`src/rtl/conv_ctrl_pkg.sv`:
```
// Shared types and constants for the convolution stream sequencer.
package conv_ctrl_pkg;

  typedef enum logic [1:0] {
    IDLE     = 2'd0,
    WAIT_SOF = 2'd1,
    RUN      = 2'd2,
    DONE     = 2'd3
  } state_t;

  localparam int unsigned ERR_TLAST = 0;
  localparam int unsigned ERR_CFG   = 1;

endpackage

```
`src/rtl/conv_pos_counter.sv`:
```
// Column/row pixel position counter with clear, hold, line wrap and an
// optional start-of-frame override that treats the current beat as (0,0).
module conv_pos_counter #(
  parameter int unsigned COL_W = 14,
  parameter int unsigned ROW_W = 14
) (
  input  logic             clk,
  input  logic             resetn,
  input  logic             clr,
  input  logic             adv,
  input  logic             sof,
  input  logic [COL_W-1:0] width,
  input  logic [ROW_W-1:0] height,
  output logic [COL_W-1:0] col,
  output logic [ROW_W-1:0] row,
  output logic             col_last,
  output logic             last
);

  logic [COL_W-1:0] col_q;
  logic [ROW_W-1:0] row_q;

  // The position presented to the datapath is (0,0) when sof overrides the count.
  always_comb begin
    col      = sof ? '0 : col_q;
    row      = sof ? '0 : row_q;
    col_last = (col == width - COL_W'(1));
    last     = col_last && (row == height - ROW_W'(1));
  end

  always_ff @(posedge clk or negedge resetn) begin
    if (!resetn) begin
      col_q <= '0;
      row_q <= '0;
    end else if (clr) begin
      col_q <= '0;
      row_q <= '0;
    end else if (adv) begin
      if (col_last) begin
        col_q <= '0;
        row_q <= row + ROW_W'(1);
      end else begin
        col_q <= col + COL_W'(1);
        row_q <= row;
      end
    end
  end

endmodule

```
`src/rtl/conv_stream_sequencer.sv`:
```
// Frame/line sequencer for the line-buffer convolution datapath.
// Optional build macro: CONV_SOF_RESYNC_EN (tuser in RUN restarts the frame at (0,0)).
module conv_stream_sequencer
  import conv_ctrl_pkg::*;
#(
  parameter int unsigned ADDR_WIDTH    = 14,
  parameter int unsigned COL_W         = 14,
  parameter int unsigned ROW_W         = 14,
  parameter int unsigned KERNEL_WIDTH  = 3,
  parameter int unsigned KERNEL_HEIGHT = 3
) (
  input  logic                  clk,
  input  logic                  resetn,
  input  logic                  start,
  input  logic [COL_W-1:0]      cfg_width,
  input  logic [ROW_W-1:0]      cfg_height,
  input  logic                  s_tvalid,
  input  logic                  s_tuser,
  input  logic                  s_tlast,
  output logic                  s_tready,
  input  logic                  m_tready,
  output logic                  we,
  output logic [ADDR_WIDTH-1:0] wr_addr,
  output logic                  eol,
  output logic                  win_valid,
  output logic                  o_tuser,
  output logic                  o_tlast,
  output logic                  busy,
  output logic                  frame_done,
  output logic [1:0]            err
);

  state_t           state, state_n;
  logic [COL_W-1:0] width_q;
  logic [ROW_W-1:0] height_q;

  logic             accept;
  logic             cfg_bad;
  logic             wr_pix;
  logic             resync;
  logic [COL_W-1:0] col;
  logic [ROW_W-1:0] row;
  logic             col_last;
  logic             last;
  logic             win_pix;

  assign s_tready   = m_tready && ((state == WAIT_SOF) || (state == RUN));
  assign accept     = s_tvalid && s_tready;
  assign busy       = (state != IDLE);
  assign frame_done = (state == DONE);
  assign cfg_bad    = (cfg_width < COL_W'(KERNEL_WIDTH)) || (cfg_height < ROW_W'(KERNEL_HEIGHT));

`ifdef CONV_SOF_RESYNC_EN
  assign resync = (state == RUN) && accept && s_tuser;
`else
  assign resync = 1'b0;
`endif

  // Beats discarded while hunting for SOF never reach the line buffer.
  assign wr_pix  = accept && ((state == RUN) || ((state == WAIT_SOF) && s_tuser));
  assign win_pix = (row >= ROW_W'(KERNEL_HEIGHT - 1)) && (col >= COL_W'(KERNEL_WIDTH - 1));

  conv_pos_counter #(
    .COL_W (COL_W),
    .ROW_W (ROW_W)
  ) u_pos (
    .clk      (clk),
    .resetn   (resetn),
    .clr      (state == IDLE),
    .adv      (wr_pix),
    .sof      (resync),
    .width    (width_q),
    .height   (height_q),
    .col      (col),
    .row      (row),
    .col_last (col_last),
    .last     (last)
  );

  always_ff @(posedge clk or negedge resetn) begin
    if (!resetn) begin
      state <= IDLE;
    end else begin
      state <= state_n;
    end
  end

  always_comb begin
    state_n = state;
    unique case (state)
      IDLE:     if (start && !cfg_bad)             state_n = WAIT_SOF;
      WAIT_SOF: if (accept && s_tuser)             state_n = RUN;
      RUN:      if (wr_pix && last && !resync)     state_n = DONE;
      DONE:                                        state_n = IDLE;
      default:                                     state_n = IDLE;
    endcase
  end

  always_ff @(posedge clk or negedge resetn) begin
    if (!resetn) begin
      width_q  <= '0;
      height_q <= '0;
    end else if ((state == IDLE) && start) begin
      width_q  <= cfg_width;
      height_q <= cfg_height;
    end
  end

  always_ff @(posedge clk or negedge resetn) begin
    if (!resetn) begin
      we        <= 1'b0;
      wr_addr   <= '0;
      eol       <= 1'b0;
      win_valid <= 1'b0;
      o_tuser   <= 1'b0;
      o_tlast   <= 1'b0;
    end else begin
      we        <= wr_pix;
      wr_addr   <= wr_pix ? ADDR_WIDTH'(col) : '0;
      eol       <= wr_pix && col_last;
      win_valid <= wr_pix && win_pix;
      o_tuser   <= wr_pix && (row == ROW_W'(KERNEL_HEIGHT - 1)) && (col == COL_W'(KERNEL_WIDTH - 1));
      o_tlast   <= wr_pix && win_pix && col_last;
    end
  end

  always_ff @(posedge clk or negedge resetn) begin
    if (!resetn) begin
      err <= '0;
    end else if ((state == IDLE) && start) begin
      err            <= '0;
      err[ERR_CFG]   <= cfg_bad;
    end else if (wr_pix && (s_tlast != col_last)) begin
      err[ERR_TLAST] <= 1'b1;
    end
  end

endmodule
```
`config.mk`:
```
export PLATFORM = sky130hd
export DESIGN_NAME = conv_stream_sequencer
export DESIGN_NICKNAME = d
export VERILOG_FILES = /design/src/rtl/conv_ctrl_pkg.sv /design/src/rtl/conv_pos_counter.sv /design/src/rtl/conv_stream_sequencer.sv
export SDC_FILE = /design/constraint.sdc
export NUM_CORES = 1
export LEC_CHECK = 0
export BUFFER_PORTS_ARGS = -buffer_cell sky130_fd_sc_hd__buf_4
export CAP_MARGIN = 20
export CORE_AREA = 5 5 120 122
export DETAILED_ROUTE_END_ITERATION = 12
export DIE_AREA = 0 0 125 127
export SYNTH_ARGS = -nofsm -noshare
export SYNTH_HDL_FRONTEND = slang
export SYNTH_SLANG_ARGS = --single-unit
```
`constraint.sdc`:
```
create_clock -name clk -period 4.7 [get_ports clk]
set_input_delay 0.235 -clock clk [delete_from_list [all_inputs] [get_ports clk]]
set_output_delay 0.235 -clock clk [all_outputs]
set_load 0.1 [all_outputs]
```
==> qor.yml <==
floorplan:
  fp.coreArea_sq_um: 13100
  die_width_um: 125
  io_pins: 59
  fp.dieArea_sq_um: 15900
  row_count: 42
  dieHeight_um: 127
  initial_core_util_pct: 33.6
clock_network:
  root_buffer: "clkbuf_16"
  cts_resized: 0
  clockBufferDepth: 2
  cts_tree: "done"
  htreeDepth: 3
  cts-buffers-inserted: 9
  clk_pin_slew_ns: 0.06
  insertion_delay_ns: 0.34
  clock_sinks: 79
detailed_routing:
  routedWlPerCell_um: 15.2
  vias: 3384
  drcViolationCount: 0
  ant_nets: 0
  dr.pass1.iters: 4
  drt_iter0_markers: 247
  wl_mm: 10.2
  viasPerCell: 5.04
synth:
  yosys.area_share.simple_pct: 25.0
  yosys.area_share.adder_pct: 2.84
  yosysUniqueCellTypes: 52
  synth.net_count: 481
  ys_seq_area_share_pct: 44.9
  synth_compound_area_share_pct: 4.78
  ys.flop_type: "dfrtp_1"
  synth_top_family_by_area: "simple AND/OR/NAND/NOR gates"
  syn_inst: 436
  ys_ff_latch: 79
  synth_area_sq_um: 4400
  synth_edf_count: 0
  synth.mux.area_fraction_pct: 8.44
  synthArstFlopShare_pct: 100
  synthXorXnorAreaFrac_pct: 10.7
  syn_area_per_cell_sq_um: 10.1
  yosys_warnings: 0
timing:
  tns_ns: 0
  max_clock_freq_mhz: 282
  relSlewSlack_pct: 55.7
  finalCritPeriodShare_pct: 75.4
  finalHoldViolations: 0
  setup_viol: 0
  drv_slew: 0
  fin_crit_ns: 3.54
  rsz0062_at_grt: "false"
  tightest_slew_ns: 0.663
  finClkSkew_ns: 0.00798
critical_path:
  worst-setup-path-type: "reg2reg"
  critPathRequiredTime_ns: 4.92
  crit_fanout: 13
  startpoint_type: "flop"
  worstPathArrival_ns: 3.77
  cp-end-kind: "flop"
  r2r_setup_slack_ns: 1.16
power:
  powerDensity_nw_per_um2: 511
  clockPowerShare_pct: 25.9
  switching_power_mw: 1.05
  internal_power_mw: 1.68
  ir_worst_vdd_v: 0.000433
  p_seq_share_pct: 37.8
  p_comb_share_pct: 36.2
  leakage_nw: 2.35
  swShare_pct: 38.4
cells_and_area:
  n_antenna_cell: 0
  fin_nets: 536
  utilization_pct: 40.7
  n_fill_cell: 1283
  drive_gt1_share_pct: 24.0
  area_growth_pct: 21.1
  instances_no_fill: 672
global_routing:
  grt_pass1_wl_mm: 17.4
  grt_overflow_total: 0
  first_global_vias: 3386
  grt_antenna_before_repair: 0
  grt_max_degree: 80
  grt_use_total_pct: 13.4
run_status:
  outcome: "finished, final reports clean"
hold_path:
  hold_path.class: "in2reg"
placed_design:
  gp_congestion: 0.840
  place_inst: 654
  dp.final_hpwl_mm: 7.57
  port_buffers: 58
flow_run:
  maxCapViolCount: 0
## metrics by stage
step	instance area (sq um)	setup WS (ns)	hold WS [ns]	power, mW
6_report	5330	1.16	0.0956	2.72
5_1_grt	5330	0.964	0.0751	2.91
4_1_cts	5300	1.17	0.0802	2.74
3_5_place_dp	5000	1.18	0.445	2.03
3_3_place_gp	4990	1.27	0.444	1.98
2_1_floorplan	4400	1.48	-0.0606	1.77
## layout by cell type, fill, tap and decap left out, types with 2 or more instances in the layout
cell type   n
a311oi_1    2
nand3b_1    4
clkbuf_16   9
nor3_1     21
and4_1      5
or4_1       4
nand4_1     5
xor2_1     18
o221ai_1    2
dfrtp_1    79
and3_1     14
ha_1       10
a31oi_1     3
or2_2       2
nor2_1     41
clkinv_4    2
inv_1      17
nor4_2      3
nor4_1     20
nand2b_1    3
nand2_1    19
and2_1     17
buf_4      59
o21ai_0     2
mux2_2     32
nand3_1    18
nand4b_1    2
xnor2_1    36
nor2b_1     4
a21oi_1    13
## synthesized netlist by cell type (4+ instances only)
library cell / n / area [sq um]
clkbuf_1: 16 / 60.1
nand3b_1: 4 / 30.0
mux2_2: 32 / 360
nand2_1: 19 / 71.3
xnor2_1: 36 / 315
dfrtp_1: 79 / 1980
nor2b_1: 4 / 25.0
nand4_1: 5 / 31.3
a21oi_1: 13 / 65.1
inv_1: 17 / 63.8
nor3_1: 21 / 105
and3_1: 14 / 87.6
or4_1: 4 / 30.0
xor2_1: 18 / 158
nor2_1: 41 / 154
and2_1: 17 / 106
nand3_1: 18 / 90.1
and4_1: 5 / 43.8
ha_1: 10 / 125
nor4_1: 20 / 125
## flip-flops by register name, summed over array words and instances, names as in the netlist, 2 cells and up
name and cells:
u_pos.col_q 14, wr_addr 14, width_q 14, height_q 14, err 2, u_pos.row_q 14, state 2
## worst max-delay path, stage by stage, from the launching register on
cell and delay [ns]:
dfrtp_1 0.44, inv_1 0.08, ha_1 0.21, or4b_4 0.51, or4_1 0.52, o311ai_1 0.11, nor2_2 0.07, or4_4 0.61
o41ai_1 0.34, and2_1 0.19, mux2_1 0.32
## routing by layer
metal  track usage, %  part of all wire, %  vias to the layer above
met5                0                    0                        -
met4             5.04                  1.9                        0
met3             3.13                  4.2                       16
met2             20.2                   46                       70
met1             18.9                   48                     1645
li1                 -                    -                     1653
## logic make-up after synthesis
kind of cell             after synthesis
XOR/XNOR                              54
flip-flops                            79
adder cells (fa/ha/maj)               10
AO/OA/AOI/OAI                         32
AND/OR/NAND/NOR                      193
multiplexers                          33
buffers and inverters                 35
## repair_timing
item,in CTS,in global routing
hold endpoints to repair,0,37
hold buffers,0,1
setup buffers,0,0
## layout make-up
type	instances	area [sq um]	area share [%]
Multi-Input combinational cell	322	2280	42.8
Timing Repair Buffer	62	488	9.16
Sequential cell	79	1980	37.1
Clock buffer	10	229	4.30
Clock inverter	6	68.8	1.29
Tap cell	176	220	4.13
Inverter	17	63.8	1.20
## path summary, 6_finish.rpt
check | from | depth (start not counted) | endpoint
setup reg to reg | width_q[0] | 10 | state[1]
setup / recovery | width_q[0] | 10 | state[1]
hold reg to reg | err[1] | 2 | err[1]
hold / removal | start | 2 | err[0]
min in group asynchronous | resetn | 2 | width_q[6]
max in group asynchronous | resetn | 3 | height_q[4]
## power by group through the flow
stage / clock [mW] / sequential (mW) / combinational [mW]
global placement: 0 / 1.03 / 0.946
floorplan: 0 / 0.991 / 0.782
detailed placement: 0 / 1.04 / 0.982
finish: 0.706 / 1.03 / 0.987
global route: 0.758 / 1.06 / 1.09
CTS: 0.722 / 1.03 / 0.989
No activity file was read; power rests on OpenSTA's default activity.
